**config.mk**
```make
export PLATFORM = sky130hd
export DESIGN_NAME = calc_sequencer_flat
export DESIGN_NICKNAME = d
export VERILOG_FILES = /design/src/rtl/calc_sequencer_if.sv /design/src/rtl/calc_sequencer.sv /design/src/flat_wrapper.sv
export SDC_FILE = /design/constraint.sdc
export NUM_CORES = 1
export LEC_CHECK = 0
export ABC_AREA = 1
export CAP_MARGIN = 20
export CELL_PAD_IN_SITES_DETAIL_PLACEMENT = 1
export CELL_PAD_IN_SITES_GLOBAL_PLACEMENT = 2
export CORE_AREA = 2 2 104 66
export DETAILED_ROUTE_END_ITERATION = 6
export DIE_AREA = 0 0 106 68
export GPL_ROUTABILITY_DRIVEN = 0
export PLACE_DENSITY_LB_ADDON = 0.1
export SYNTH_ARGS = -nofsm -noshare
export SYNTH_HDL_FRONTEND = slang
export SYNTH_SLANG_ARGS = --single-unit
export TNS_END_PERCENT = 50
```
**constraint.sdc**
```tcl
create_clock -name clk -period 5.6 [get_ports clk]
set_clock_uncertainty 0.1 [all_clocks]
set_input_delay 1.68 -clock clk [delete_from_list [all_inputs] [get_ports clk]]
set_output_delay 1.68 -clock clk [all_outputs]
set_load 0.005 [all_outputs]
```
**src/rtl/calc_sequencer_if.sv**
```systemverilog
// Tile pin bundle for the calculator sequencer: 8 inputs in, 8 display outputs out.
interface calc_sequencer_if;
   logic [7:0] io_in;
   logic [7:0] io_out;

   modport master (output io_in, input io_out);
   modport slave  (input io_in, output io_out);
endinterface

```
**src/rtl/calc_sequencer.sv**
```systemverilog
// Stepped operand/opcode entry sequencer for the 4-bit calculator tile.
// A, B and an opcode are keyed in on the data nibble, one per strobe press.
// The result is computed in one cycle and held on the 7-segment display.
module calc_sequencer #(
   parameter int SYNC_STAGES = 2
) (
   input logic             clk,
   input logic             rst_n,
   calc_sequencer_if.slave bus
);

   typedef enum logic [2:0] {IDLE, ENT_A, ENT_B, ENT_OP, EXEC, SHOW} state_t;

   state_t state_reg, state_next;

   logic [SYNC_STAGES-1:0] strb_sync_reg, clr_sync_reg;
   logic                   strb_d_reg;
   logic                   strb_p, clr;

   logic [3:0] a_reg, a_next;
   logic [3:0] b_reg, b_next;
   logic [1:0] op_reg, op_next;
   logic [3:0] res_reg, res_next;
   logic       flag_reg, flag_next;

   logic [3:0] alu_res;
   logic       alu_flag;
   logic [4:0] sum;

   // Clock and reset arrive on io_in[1:0] but are consumed through the scalar ports.
   logic unused_pins;
   assign unused_pins = &{1'b0, bus.io_in[1:0]};

   function automatic logic [6:0] hex7(input logic [3:0] v);
      case (v)
         4'h0: hex7 = 7'h3F;  4'h1: hex7 = 7'h06;  4'h2: hex7 = 7'h5B;  4'h3: hex7 = 7'h4F;
         4'h4: hex7 = 7'h66;  4'h5: hex7 = 7'h6D;  4'h6: hex7 = 7'h7D;  4'h7: hex7 = 7'h07;
         4'h8: hex7 = 7'h7F;  4'h9: hex7 = 7'h6F;  4'hA: hex7 = 7'h77;  4'hB: hex7 = 7'h7C;
         4'hC: hex7 = 7'h39;  4'hD: hex7 = 7'h5E;  4'hE: hex7 = 7'h79;  default: hex7 = 7'h71;
      endcase
   endfunction

   // Synchronize strobe and clear; keep one extra strobe flop for edge detection.
   always_ff @(posedge clk or negedge rst_n) begin
      if (!rst_n) begin
         strb_sync_reg <= '0;
         clr_sync_reg  <= '0;
         strb_d_reg    <= 1'b0;
      end else begin
         strb_sync_reg <= {strb_sync_reg[SYNC_STAGES-2:0], bus.io_in[2]};
         clr_sync_reg  <= {clr_sync_reg[SYNC_STAGES-2:0], bus.io_in[3]};
         strb_d_reg    <= strb_sync_reg[SYNC_STAGES-1];
      end
   end

   assign strb_p = strb_sync_reg[SYNC_STAGES-1] & ~strb_d_reg;
   assign clr    = clr_sync_reg[SYNC_STAGES-1];

   // Single-cycle ALU on the latched operands.
   always_comb begin
      sum      = {1'b0, a_reg} + {1'b0, b_reg};
      alu_res  = 4'h0;
      alu_flag = 1'b0;
      case (op_reg)
         2'd0: begin
            alu_res  = sum[3:0];
            alu_flag = sum[4];
         end
         2'd1: begin
            alu_res  = a_reg - b_reg;
            alu_flag = (a_reg < b_reg);
         end
         2'd2: begin
            alu_res  = a_reg & b_reg;
            alu_flag = ((a_reg & b_reg) == 4'h0);
         end
         default: begin
            alu_res  = (a_reg < b_reg) ? 4'd0 : ((a_reg == b_reg) ? 4'd1 : 4'd2);
            alu_flag = 1'b0;
         end
      endcase
   end

   // State and datapath registers.
   always_ff @(posedge clk or negedge rst_n) begin
      if (!rst_n) begin
         state_reg <= IDLE;
         a_reg     <= 4'h0;
         b_reg     <= 4'h0;
         op_reg    <= 2'd0;
         res_reg   <= 4'h0;
         flag_reg  <= 1'b0;
      end else begin
         state_reg <= state_next;
         a_reg     <= a_next;
         b_reg     <= b_next;
         op_reg    <= op_next;
         res_reg   <= res_next;
         flag_reg  <= flag_next;
      end
   end

   // Next-state and register-load logic; clear wins over a coincident strobe pulse.
   always_comb begin
      state_next = state_reg;
      a_next     = a_reg;
      b_next     = b_reg;
      op_next    = op_reg;
      res_next   = res_reg;
      flag_next  = flag_reg;
      if (clr) begin
         state_next = IDLE;
         a_next     = 4'h0;
         b_next     = 4'h0;
         op_next    = 2'd0;
         res_next   = 4'h0;
         flag_next  = 1'b0;
      end else begin
         case (state_reg)
            IDLE:   if (strb_p) state_next = ENT_A;
            ENT_A:  if (strb_p) begin a_next  = bus.io_in[7:4]; state_next = ENT_B;  end
            ENT_B:  if (strb_p) begin b_next  = bus.io_in[7:4]; state_next = ENT_OP; end
            ENT_OP: if (strb_p) begin op_next = bus.io_in[5:4]; state_next = EXEC;   end
            EXEC: begin
               res_next   = alu_res;
               flag_next  = alu_flag;
               state_next = SHOW;
            end
            SHOW:   if (strb_p) state_next = ENT_A;
            default: state_next = IDLE;
         endcase
      end
   end

   // Display: live data while entering, result in SHOW, dash when idle, blank in EXEC.
   always_comb begin
      bus.io_out = 8'h40;
      case (state_reg)
         IDLE:         bus.io_out = 8'h40;
         ENT_A, ENT_B: bus.io_out = {1'b1, hex7(bus.io_in[7:4])};
         ENT_OP:       bus.io_out = {1'b1, hex7({2'b00, bus.io_in[5:4]})};
         EXEC:         bus.io_out = 8'h00;
         SHOW:         bus.io_out = {flag_reg, hex7(res_reg)};
         default:      bus.io_out = 8'h40;
      endcase
   end

endmodule

```
**src/flat_wrapper.sv**
```systemverilog
// flat-port wrapper written by rule: the top's interface ports become plain ports
module calc_sequencer_flat 
#(
   parameter int SYNC_STAGES = 2
)
  (clk, rst_n, bus_io_in, bus_io_out);
  calc_sequencer_if bus_i ();
  input logic clk;
  input logic rst_n;
  input wire logic [$bits(bus_i.io_in)-1:0] bus_io_in;
  output wire logic [$bits(bus_i.io_out)-1:0] bus_io_out;
  assign bus_i.io_in = bus_io_in;
  assign bus_io_out = bus_i.io_out;
  calc_sequencer #(.SYNC_STAGES(SYNC_STAGES)) u_core (.clk(clk), .rst_n(rst_n), .bus(bus_i));
endmodule
```
== Word-level counts from Yosys, hierarchy flattened ==
Memories as Yosys holds them, arrays and structs flattened.
Cells that the tools add are included.

* Register bits: 23
* Bits of input ports: 10
* Bits in read-only memories: 224
* Memories: 2
* Word-level logic and storage cells: 71

{| class="wikitable"
|+ Memories
! memory !! words !! bits a word !! rd ports !! clocked after memory_dff !! wr ports !! RTL line !! RTL
|-
| (name not given) || 16 || 7 || 1 || 0 || 0 || calc_sequencer.sv:35 || <nowiki>case (v)</nowiki>
|-
| (name not given) || 16 || 7 || 1 || 0 || 0 || calc_sequencer.sv:35 ||
|}

* $lt $le $gt $ge: 1
* Equality and inequality tests: 15
* Bitwise gates (word level): 3
* Reduce and logical (&&, ||, !) cells: 15
* $add $sub $neg: 2
* Multiplexer cells: 24

{| class="wikitable"
|+ Operators by type and width
! cell !! count
|-
| 4-bit 2-to-1 mux || 8
|-
| 8-bit one-hot mux with 4 select lines || 1
|-
| 7-bit one-hot mux with 4 select lines || 1
|-
| 3-bit 2-to-1 mux || 5
|-
| 3-bit one-hot mux with 5 select lines || 1
|-
| 3-bit by 1-bit != test with 1-bit output, second input constant || 4
|-
| 4-bit one-hot mux with 3 select lines || 1
|-
| 2-bit nonzero test || 5
|-
| 2-bit 2-to-1 mux || 4
|-
| 2-bit equality test, second input constant || 3
|-
| 3-bit by 2-bit equality test with 1-bit output, second input constant || 2
|-
| 3-bit equality test, second input constant || 2
|-
| 2-bit AND reduction || 3
|-
| 4-bit by 4-bit adder with 5-bit output || 1
|-
| 4-bit AND || 1
|-
| 2-bit by 1-bit equality test with 1-bit output, second input constant || 2
|-
| 4-bit equality test || 1
|-
| 2-bit zero test || 2
|-
| 4-bit zero test || 1
|-
| 4-bit < comparator || 1
|-
| 4-bit AND reduction || 1
|-
| 2-bit OR reduction || 2
|-
| 4-bit subtractor || 1
|-
| 3-bit by 1-bit equality test with 1-bit output, second input constant || 1
|-
| other kinds (5) || 6
|}

== Longest topological paths before layout ==
Gate-level depths: netlist (run 1).

* Word-level depth: 6
* Depth in mapped cells: 11

== Least setup slack after synthesis (run 1) ==
Ideal clock, no wire load.

* Path kind: in2out
* Start point: input port bus_io_in[5]
* End point: output port bus_io_out[3]
* Data arrival time: 2,403 ps
* Path buffers: 0
* Data required time: 3,820 ps
* Setup slack: 1,417 ps
* Stages on the path: 6
* Cells stage by stage: inv_1 > ha_1 > o21ai_0 > nand2_1 > nand3_1 > nand3_1

* Cells in the longest elaborated chain, start to end: 3
* Elaborated cells between the ends (all ways): 7
* Classes of those cells: eq/ne (3); mux (2); reduce/logical (1); memory (1)

{| class="wikitable"
|+ RTL lines
! what !! RTL line !! RTL
|-
| start, declared || flat_wrapper.sv:10 || <nowiki>input wire logic [$bits(bus_i.io_in)-1:0] bus_io_in;</nowiki>
|-
| parallel branches: the longest is 2 deep, another holds memory read 16 x 7 bit || - ||
|-
| 8-bit one-hot mux with 4 select lines (*) || calc_sequencer.sv:138 || <nowiki>case (state_reg)</nowiki>
|-
| end, declared || flat_wrapper.sv:11 || <nowiki>output wire logic [$bits(bus_i.io_out)-1:0] bus_io_out;</nowiki>
|}

Every way passes the cells marked *. The select of a mux whose other input is x is not followed.

== Worst setup path in the final report (run 1) ==
* Start point: input port bus_io_in[4]
* End point: output port bus_io_out[6]

The elaborated chain is that of the path after synthesis.

==> impl_metrics.yaml, run 1 <==
status:
  outcome: "finished, final reports clean"
synth:
  synth_top_area_share_pct: 29.8
  synth_top_cell_by_area: "dfrtp_1"
  synth_edf_count: 0
  synth_commonest_cells: "61 x nand2_1, 31 x inv_1, 28 x nand3_1"
  synth_nets: 295
  syn_area_um2: 1930
  yosysWarnings: 0
  synthCells: 265
  ys_types: 29
  seq_area_frac_synth_pct: 29.8
  synthFlopType: "dfrtp_1"
  async_reset_ff_share_pct: 100
  avgSynthCellArea_um2: 7.28
  synthMostInstantiatedCell: "nand2_1"
  yosys-top-cells-area: "dfrtp_1 30%, nand2_1 12%, ha_1 12%, nand3_1 7.3%, inv_1 6.0%"
  synth-seq-cells: 23
clock_tree:
  cts_sinks: 23
  cts_hold_buf: 0
  cts-buffers-inserted: 3
  htreeDepth: 1
  clock_latency_ps: 270
  cts.clk_slew.worst_paths_ps: 90
  cts-root-buf: "clkbuf_8"
  cts_tree: "built"
  cts.path.max_buffers: 2
setup_path:
  cp_data_arrival_time_ps: 3590
  crit_path_end_kind: "output pin"
  cp_cell_sequence: "clkdlybuf4s50_1, ha_1, inv_1, a21oi_1, o21ai_0, o211ai_1, nand4_1, clkdlybuf4s50_1"
  crit_fanout: 5
  critPathLaunchType: "input port"
  crit_path_top_delay_cell: "clkdlybuf4s50_1"
  cp_data_required_time_ps: 3820
  cp_common_cell: "clkdlybuf4s50_1"
  cp_slowest_stage_delay_ps: 570
  worstSetupPathType: "in -> out"
drt:
  antenna_left: 0
  dr.pass1.iters: 4
  drt_iter0_markers: 39
  vias: 1747
  viasPerCell: 4.72
  wire_per_inst_um: 15.0
  wl_um: 5570
  route.detailed.drc: 0
global_routing:
  grt_usage_pct: 16.8
  grt_max_degree: 24
  antenna_found_initial: 0
  gr-total-overflow: 0
  grt_pass1_wl_um: 9330
  grt_pass1_vias: 1754
timing:
  fmax_mhz: 186
  holdWs_ps: 255
  finalCriticalPeriod_ps: 5370
  drv_slew: 0
  layout_worst_path_cycle_share_pct: 96.0
  hold_violations: 0
  setup_viol: 0
  relSlewSlack_pct: 72.3
  rsz0062_at_grt: "no"
  setup-tns-final_ps: 0
  worst_slew_pin_slew_ps: 411
placement:
  dp_hpwl_um: 4640
  place_inst: 365
  portBuffers: 15
floorplan:
  io_pins: 18
  fp-row-count: 23
  die_area_um2: 7210
  fp.dieH_um: 68
  coreArea_um2: 6360
  initial_core_util_pct: 30.3
  die_w_um: 106
final_layout:
  fin_cells: 370
  nets: 314
  drive_above_1_share_pct: 9.19
  n_antenna_cell: 0
  area_growth_pct: 16.3
  post-route-util_pct: 35.3
power_and_ir_drop:
  irDropWorstVdd_v: 0.000114
  power.leakage_nw: 1.03
  power_density_nw_per_um2: 239
hold_path:
  hold_path.class: "reg -> reg"
flow_run:
  drv_cap: 0
-- routing by layer --
| metal | track usage (%) | wire length, um |
|---|---|---|
| met1 | 27.7 | 3370 |
| met2 | 22.3 | 2080 |
| met3 | 3.05 | 100 |
| met4 | 2.30 | 14 |
| met5 | 0 | 0 |
-- per-stage QoR --
stage          total power, W  setup WS, ps  instance area (um^2)
2_1_floorplan        0.000341          1420                  1930
3_3_place_gp         0.000429           227                  2180
3_5_place_dp         0.000431           232                  2180
4_1_cts              0.000544           229                  2230
5_1_grt              0.000584          26.5                  2240
6_report             0.000537           225                  2240
-- logic make-up after synthesis --
logic type               after synthesis  share of synthesized area, %
adder cells (fa/ha/maj)               20                          13.7
AO/OA/AOI/OAI                         61                          19.4
flip-flops                            23                          29.8
AND/OR/NAND/NOR                      118                          28.3
buffers and inverters                 43                          8.69
-- placed cells by master, fill, tap and decap left out, types with 10 or more instances in the layout --
cell and count:
clkdlybuf4s50_1 15, ha_1 18, o21ai_1 10, a21oi_1 15, nand3_1 28, o21ai_0 19, dfrtp_1 23, inv_1 31
nand2_1 61, nor2_1 16
-- critical path: cells and delay by family --
family,cells,cell delay (ps)
and+or+nand+nor,1,130
buffers and inverters,3,1130
AOI/OAI and AO/OA,3,400
adders and majority gates,1,270
-- final timing paths --
path / start / cells past startpoint / end / slack, ps
max in group asynchronous: rst_n / 2 / u_core.b_reg[1]$_DFFE_PN0P_ / 3460
min reg2reg: u_core.strb_sync_reg[0]$_DFF_PN0_ / 0 / u_core.strb_sync_reg[1]$_DFF_PN0_ / 250
min: u_core.strb_sync_reg[0]$_DFF_PN0_ / 0 / u_core.strb_sync_reg[1]$_DFF_PN0_ / 250
max reg2reg: u_core.b_reg[0]$_DFFE_PN0P_ / 8 / u_core.flag_reg$_DFFE_PN0P_ / 3720
max: bus_io_in[4] / 8 / bus_io_out[6] / 230
min in group asynchronous: rst_n / 1 / u_core.res_reg[3]$_DFFE_PN0P_ / 1530
-- report_power, final --
part	switching (W)	internal (W)
combinational	0.000136	0.0000946
clock	0.0000590	0.0000505
sequential	0.0000160	0.000181
-- final cells by class --
class,count,area [um^2]
clock inverter,1,7.51
clock buffer,3,41.3
sequential,23,576
fill,808,4120
tap,87,109
timing repair buffer,17,173
multi-input combinational,199,1190
inverter,40,153
-- repair_timing --
item,in CTS,in global routing
endpoints found under the setup margin,0,1
setup buffers,0,0
gates resized for setup,0,1
(Power assumes the default switching activity.)
==> inputs of run 2 (changes only) <==
Settings changed: ABC_CLOCK_PERIOD_IN_PS set to 5600, MAX_ROUTING_LAYER set to met4.
==> impl_metrics.yaml, run 2 (synthesis gave the netlist of run 1 again) <==
timing:
  finalCriticalPeriod_ps: 5380
  layout_worst_path_cycle_share_pct: 96.0
  fmax_mhz: 186
  fin_ws_ps: 222
  hold_violations: 0
  relSlewSlack_pct: 72.3
  setup-tns-final_ps: 0
  worst_slew_pin_slew_ps: 411
  holdWs_ps: 255
  rsz0062_at_grt: "no"
  drv_slew: 0
  setup_viol: 0
placement:
  dp_hpwl_um: 4640
  portBuffers: 15
  post-place-ws_ps: 232
setup_path:
  worstSetupPathType: "in -> out"
  cp_common_cell: "clkdlybuf4s50_1"
  cp_data_arrival_time_ps: 3600
  critPathLaunchType: "input port"
  r2r_end: "u_core.flag_reg$_DFFE_PN0P_"
  cp_slowest_stage_delay_ps: 570
  path_depth: 8
  crit_path_top_delay_cell: "clkdlybuf4s50_1"
  rr_startpoint: "u_core.b_reg[0]$_DFFE_PN0P_"
  crit_fanout: 5
  r2r_cells: 8
  cp_data_required_time_ps: 3820
  r2r_slack_ps: 3720
  crit_path_end_kind: "output pin"
  cp_top_family: "buffers and inverters"
  cp_cell_sequence: "clkdlybuf4s50_1, ha_1, inv_1, a21oi_1, o21ai_0, o211ai_1, nand4_1, clkdlybuf4s50_1"
  path_buf_inv: 3
power_and_ir_drop:
  power_density_nw_per_um2: 238
  irDropWorstVdd_v: 0.000114
  power.leakage_nw: 1.03
clock_tree:
  clock_latency_ps: 270
  cts_tree: "built"
  cts-root-buf: "clkbuf_8"
  cts-buffers-inserted: 3
  cts.path.max_buffers: 2
  cts_sinks: 23
  cts.clk_slew.worst_paths_ps: 90
  htreeDepth: 1
  cts_hold_buf: 0
drt:
  dr_wl_met3_um: 108
  top_layer_used: "met4"
  vias: 1745
  wl_met1_um: 3390
  wl_um: 5590
  wire_per_inst_um: 15.1
  route.detailed.drc: 0
  drt_iter0_markers: 38
  wl_met2_um: 2070
  antenna_left: 0
  viasPerCell: 4.72
  dr.pass1.iters: 4
global_routing:
  gr-total-overflow: 0
  grt_pass1_vias: 1751
  grt_usage_pct: 17.4
  grt_pass1_wl_um: 9360
  grt_max_degree: 24
  antenna_found_initial: 0
status:
  outcome: "finished, final reports clean"
floorplan:
  initial_core_util_pct: 30.3
  die_w_um: 106
  fp-row-count: 23
  die_area_um2: 7210
  io_pins: 18
  fp.dieH_um: 68
  coreArea_um2: 6360
final_layout:
  final_common_cell: "nand2_1"
  post-route-util_pct: 35.5
  area_growth_pct: 17.0
  multiInputGateArea_um2: 1190
  nets: 314
  fill_cells: 806
  mostFrequentLayoutCells: "61 x nand2_1, 31 x inv_1, 28 x nand3_1, 23 x dfrtp_1, 19 x o21ai_0"
  regArea_um2: 576
  drive_above_1_share_pct: 9.19
  n_antenna_cell: 0
hold_path:
  hold_depth: 0
  hold_path_end: "u_core.strb_sync_reg[1]$_DFF_PN0_"
  min-delay-start: "u_core.strb_sync_reg[0]$_DFF_PN0_"
  hold_path.class: "reg -> reg"
flow_run:
  drv_cap: 0
run 2: cell types whose count changed in the layout (fill, tap and decap cells not counted):
cell / change
buf_8: -1
buf_16: +1
run 2: how the worst max path moves through the flow:
stage	startpoint	to	slack [ps]
final	bus_io_in[4]	bus_io_out[6]	220
after global routing	bus_io_in[4]	bus_io_out[6]	30
after CTS	bus_io_in[4]	bus_io_out[3]	230
after detailed placement	bus_io_in[4]	bus_io_out[3]	230
after global placement	bus_io_in[4]	bus_io_out[6]	230
after floorplan	bus_io_in[5]	bus_io_out[3]	1420
run 2: area by class of cell:
class                   instances  area share, %
multi-input cells             199           52.6
clock inverters                 1          0.333
well taps                      87           4.82
repair buffers                 17           8.20
flip-flops and latches         23           25.5
clock buffers                   3           1.83
inverters                      40           6.76
run 2: layer usage:
layer / global-route usage [%] / up-vias
met1: 28.2 / 816
met5: - / -
met4: 2.30 / 0
li1: - / 912
met3: 3.05 / 5
met2: 21.9 / 12
run 2: timing repair:
| action | in CTS | in global routing |
|---|---|---|
| resized for setup | 0 | 1 |
| buffers inserted | 0 | 0 |
| endpoints found under the setup margin | 0 | 1 |
run 2: through the flow:
step | total power [W] | cells | instance area [um^2]
6_report | 0.000537 | 370 | 2260
5_1_grt | 0.000585 | 370 | 2260
4_1_cts | 0.000544 | 369 | 2230
3_5_place_dp | 0.000431 | 365 | 2180
3_3_place_gp | 0.000429 | 365 | 2180
2_1_floorplan | 0.000341 | 265 | 1930
run 2: power breakdown:
| group | leakage [nW] | internal [W] | switching (W) |
|---|---|---|---|
| clock network | 0.0217 | 0.0000505 | 0.0000582 |
| logic | 0.715 | 0.0000956 | 0.000136 |
| registers | 0.298 | 0.000181 | 0.0000160 |
| total | 1.03 | 0.000327 | 0.000210 |
